<file path="src/rtl/serial_frame_deserializer.sv">
// Serial-to-parallel receive stage: rebuilds MSB-first WIDTH-bit words and tags each
// with its position inside a FRAME_LEN-sample FFT frame.
module serial_frame_deserializer #(
    parameter int WIDTH     = 16,
    parameter int FRAME_LEN = 32,
    parameter int IDX_W     = $clog2(FRAME_LEN)
) (
    input  logic             clk,
    input  logic             rst_n,
    input  logic             in_start,
    input  logic             in_bit,
    input  logic             frame_clr,
    output logic [WIDTH-1:0] sample_out,
    output logic             sample_valid,
    output logic [IDX_W-1:0] sample_idx,
    output logic             frame_done,
    output logic             sync_err,
    output logic             busy
);

    localparam int CNT_W = $clog2(WIDTH);

    typedef enum logic {
        IDLE = 1'b0,
        RECV = 1'b1
    } state_t;

    state_t             state_q, state_d;
    logic [CNT_W-1:0]   bit_cnt_q, bit_cnt_d;
    logic [IDX_W-1:0]   word_cnt_q, word_cnt_d;
    logic [WIDTH-1:0]   shift_q, shift_d;
    logic [WIDTH-1:0]   sample_out_q, sample_out_d;
    logic [IDX_W-1:0]   sample_idx_q, sample_idx_d;
    logic               sample_valid_q, sample_valid_d;
    logic               frame_done_q, frame_done_d;
    logic               sync_err_q, sync_err_d;
    logic               last_word;

    assign last_word = (word_cnt_q == IDX_W'(FRAME_LEN - 1));

    always_ff @(posedge clk or negedge rst_n) begin
        if (!rst_n) begin
            state_q        <= IDLE;
            bit_cnt_q      <= '0;
            word_cnt_q     <= '0;
            shift_q        <= '0;
            sample_out_q   <= '0;
            sample_idx_q   <= '0;
            sample_valid_q <= 1'b0;
            frame_done_q   <= 1'b0;
            sync_err_q     <= 1'b0;
        end else begin
            state_q        <= state_d;
            bit_cnt_q      <= bit_cnt_d;
            word_cnt_q     <= word_cnt_d;
            shift_q        <= shift_d;
            sample_out_q   <= sample_out_d;
            sample_idx_q   <= sample_idx_d;
            sample_valid_q <= sample_valid_d;
            frame_done_q   <= frame_done_d;
            sync_err_q     <= sync_err_d;
        end
    end

    always_comb begin
        state_d        = state_q;
        bit_cnt_d      = bit_cnt_q;
        word_cnt_d     = word_cnt_q;
        shift_d        = shift_q;
        sample_out_d   = sample_out_q;
        sample_idx_d   = sample_idx_q;
        sample_valid_d = 1'b0;
        frame_done_d   = 1'b0;
        sync_err_d     = 1'b0;

        // Realign overrides any start, error or completion in the same cycle.
        if (frame_clr) begin
            word_cnt_d = '0;
            bit_cnt_d  = '0;
            state_d    = IDLE;
        end else begin
            unique case (state_q)
                IDLE: begin
                    if (in_start) begin
                        shift_d   = {{(WIDTH-1){1'b0}}, in_bit};
                        bit_cnt_d = CNT_W'(1);
                        state_d   = RECV;
                    end
                end
                RECV: begin
                    if (in_start) begin
                        sync_err_d = 1'b1;
                        shift_d    = {{(WIDTH-1){1'b0}}, in_bit};
                        bit_cnt_d  = CNT_W'(1);
                    end else begin
                        shift_d   = {shift_q[WIDTH-2:0], in_bit};
                        bit_cnt_d = bit_cnt_q + CNT_W'(1);
                        if (bit_cnt_q == CNT_W'(WIDTH - 1)) begin
                            sample_out_d   = {shift_q[WIDTH-2:0], in_bit};
                            sample_valid_d = 1'b1;
                            sample_idx_d   = word_cnt_q;
                            frame_done_d   = last_word;
                            word_cnt_d     = last_word ? '0 : word_cnt_q + IDX_W'(1);
                            bit_cnt_d      = '0;
                            state_d        = IDLE;
                        end
                    end
                end
                default: state_d = IDLE;
            endcase
        end
    end

    assign sample_out   = sample_out_q;
    assign sample_valid = sample_valid_q;
    assign sample_idx   = sample_idx_q;
    assign frame_done   = frame_done_q;
    assign sync_err     = sync_err_q;
    assign busy         = (state_q == RECV);

endmodule

</file>
<file path="config.mk">
export PLATFORM = sky130hd
export DESIGN_NAME = serial_frame_deserializer
export DESIGN_NICKNAME = d
export VERILOG_FILES = /design/src/rtl/serial_frame_deserializer.sv
export SDC_FILE = /design/constraint.sdc
export NUM_CORES = 1
export LEC_CHECK = 0
export BUFFER_PORTS_ARGS = -buffer_cell sky130_fd_sc_hd__buf_4
export CAP_MARGIN = 20
export CORE_MARGIN = 2
export CORE_UTILIZATION = 50
export DETAILED_ROUTE_END_ITERATION = 10
export PLACE_DENSITY = 0.86
export SYNTH_ARGS = -nofsm -noshare
export SYNTH_HDL_FRONTEND = slang
export SYNTH_SLANG_ARGS = --single-unit
</file>
<file path="constraint.sdc">
create_clock -name clk -period 1.9 [get_ports clk]
set_clock_uncertainty 0.1 [all_clocks]
set_input_delay 0.095 -clock clk [delete_from_list [all_inputs] [get_ports clk]]
set_output_delay 0.095 -clock clk [all_outputs]
set_load 0.01 [all_outputs]
</file>
==> impl_metrics.py <==
metrics = {
    "cells_and_area": {
        "num_antenna_cells": 0,
        "final_cells": 268,
        "fin_nets": 223,
        "drive_above_1_share_pct": 32.41,
        "syn_to_final_growth_pct": 18.08,
        "fin_util_pct": 60.69,
    },
    "yosys": {
        "synth_top_area_share_pct": 55.56,
        "synth-edff-count": 0,
        "netlist_instances": 182,
        "syn_nets": 190,
        "synth_top_flop_cell": "dfrtp_1",
        "yosys-top-cells-area": "dfrtp_1 (56%), mux2_4 (11%), nand2_1 (4.8%), a2bb2oi_1 (4.4%), o21ai_0 (3.6%)",
        "synth.avg_cell_area_um2": 12.13,
        "synth_seq_cells": 49,
        "async_flop_share_pct": 100.0,
        "yosys_warnings": 0,
        "yosys.cell_types.count": 35,
        "synth_top_cell_by_area": "dfrtp_1",
        "seq_area_frac_synth_pct": 55.56,
        "synthesis.area_mm2": 0.002207,
    },
    "cts": {
        "cts_sinks": 49,
        "cts.clk_slew.worst_paths_ns": 0.09,
        "cts_tree": "yes",
        "ctsLongestPathBuffers": 2,
        "insertion_delay_ns": 0.30,
        "cts-root-buf": "clkbuf_8",
        "htree_levels": 2,
        "post_cts_buffers": 0,
        "cts-buffers-inserted": 5,
    },
    "place": {
        "place.gp.congestion": 0.7497,
        "post-place-cells": 258,
        "io_buffers": 29,
        "hpwl_um": 2685,
    },
    "run_status": {
        "status": "complete, no violations",
    },
    "routing": {
        "drtPass1Iterations": 5,
        "dr_total_vias": 1510,
        "detail_route.wirelength_um": 4084,
        "wl_per_cell_um": 15.24,
        "drc_errors": 0,
        "first_iter_violations": 81,
        "ant_nets": 0,
        "viasPerCell": 5.634,
    },
    "job": {
        "drv_cap": 0,
    },
    "hold_path": {
        "hold_depth": 2,
        "hold_path_class": "primary input to flop",
    },
    "floorplanning": {
        "dieArea_mm2": 0.004962,
        "core_mm2": 0.004294,
        "start_util_pct": 51.40,
        "die_h_um": 70.44,
        "fp.dieW_um": 70.44,
        "rows": 24,
        "ioPinCount": 30,
    },
    "critical_path": {
        "rr_worst_depth": 5,
        "critPathMaxStageDelay_ns": 0.54,
        "critPathRequiredTime_ns": 2.03,
        "worstPathMaxFanout": 6,
        "critical_path_arrival_ns": 1.95,
        "critPathCaptureType": "flop",
        "slowest_stage": "or4_1",
        "setup.worst_path.class": "flop to flop",
        "cp-start-kind": "flop",
        "timing.critical_path.mode_cell": "ha_2",
        "path_cells": "ha_2 > and3_1 > ha_2 > or4_1 > a21oi_1",
    },
    "timing": {
        "drv_slew": 0,
        "finalHoldViolations": 0,
        "hold_ws_ns": 0.01646,
        "setup_viol": 0,
        "rsz0062_at_grt": "no",
        "period_share_pct": 95.63,
        "post-route-min-period_ns": 1.817,
        "fmax_ghz": 0.5504,
        "slew_headroom_pct": 59.79,
        "tns_ns": 0,
        "worstMarginPinSlew_ns": 0.6031,
    },
    "global_routing": {
        "grt_pass1_vias": 1437,
        "grt_usage_pct": 17.75,
        "grt_pass1_wl_um": 6927,
        "grt_max_degree": 50,
        "overflow": 0,
        "antenna_found_initial": 0,
    },
    "power": {
        "power.density_mw_per_mm2": 713.2,
        "p_leak_nw": 1.219,
        "power.total_mw": 1.859,
        "peakVddDrop_uv": 379.8,
    },
}
-- logic make-up after synthesis --
family / Yosys count / share of synthesized area (%)
xor+xnor: 1 / 0.3969
fa+ha+maj: 3 / 1.701
buf+inv: 14 / 3.685
mux: 24 / 14.91
compound gates: 44 / 12.93
simple gates: 47 / 10.83
flops: 49 / 55.56
-- placed cells by master, fill, tap and decap left out, types with 3 or more instances in the layout --
cell        n
dfrtp_1    49
buf_4      34
a21oi_1     6
clkbuf_8    5
a2bb2oi_1  11
clkbuf_1    3
mux2_4     16
nand2_1    28
mux2_2      7
o21ai_0    16
a22oi_1     3
-- routing by layer --
layer,GRT usage (%),wire length [µm],share of wire (%),up-vias
li1,-,-,-,711
met1,24.41,1879,46,749
met2,27.88,1985,49,44
met3,4.040,170,4.2,6
met4,5.769,49,1.2,0
met5,0,0,0,-
-- metrics by stage --
| stage | setup slack (ns) | instance area [µm²] |
|---|---|---|
| 2_1_floorplan | 0.07788 | 2207 |
| 3_3_place_gp | 0.08130 | 2494 |
| 3_5_place_dp | -0.02378 | 2494 |
| 4_1_cts | 0.03008 | 2600 |
| 5_1_grt | 0.004578 | 2606 |
| 6_report | 0.08306 | 2606 |
-- path summary, 6_finish.rpt --
| kind | end | start | slack, ns |
|---|---|---|---|
| max in group asynchronous | sample_out[13] | rst_n | 1.06 |
| min in group asynchronous | word_cnt_q[1] | rst_n | 0.24 |
| hold / removal | bit_cnt_q[3] | in_start | 0.02 |
| setup reg to reg | word_cnt_q[1] | word_cnt_q[0] | 0.08 |
| setup / recovery | word_cnt_q[1] | word_cnt_q[0] | 0.08 |
| hold reg to reg | sample_idx[2] | sample_idx[2] | 0.41 |
-- area by class of cell --
type | instances | area, µm²
tap | 52 | 65.06
sequential | 49 | 1226
inverter | 2 | 7.507
timing repair buffer | 38 | 315.3
clock buffer | 8 | 80.08
fill | 326 | 1688
multi-input combinational | 119 | 912.1
-- state kept, by name, indices dropped and copies added, names as in the netlist --
signal / cells
sample_out: 16
shift_q: 15
sample_idx: 5
word_cnt_q: 5
bit_cnt_q: 4
busy: 1
frame_done: 1
sample_valid: 1
sync_err: 1
-- critical path: cells and delay by family, from the launching register on --
| family | cells | cell delay (ns) |
|---|---|---|
| fa+ha+maj | 2 | 0.40 |
| flops | 1 | 0.39 |
| simple gates | 2 | 0.72 |
| compound gates | 1 | 0.14 |
-- power breakdown --
group	internal (mW)	total [mW]	switching (mW)
sequential	1.08	1.12	0.0410
clock	0.262	0.597	0.335
combinational	0.0588	0.140	0.0816
-- cell usage after synthesis, types with 2 or more instances --
cell type / number
nand3b_1: 2
ha_1: 3
buf_2: 2
nand2_1: 28
or4_1: 3
a31oi_1: 2
clkbuf_1: 5
a21oi_1: 7
o21ai_0: 16
o31ai_1: 2
mux2_2: 7
a2bb2oi_1: 11
nor3_1: 2
dfrtp_1: 49
buf_6: 3
inv_1: 2
mux2_4: 16
nor2_1: 2
and2_1: 2
a22oi_1: 3
-- repair_timing --
item	CTS	global route
hold buffers	2	0
resized for setup	2	2
pin swaps	0	3
endpoints found under the setup margin	2	3
hold endpoints to repair	51	0
gates cloned	0	0
Power figures use the tool's default switching activity.
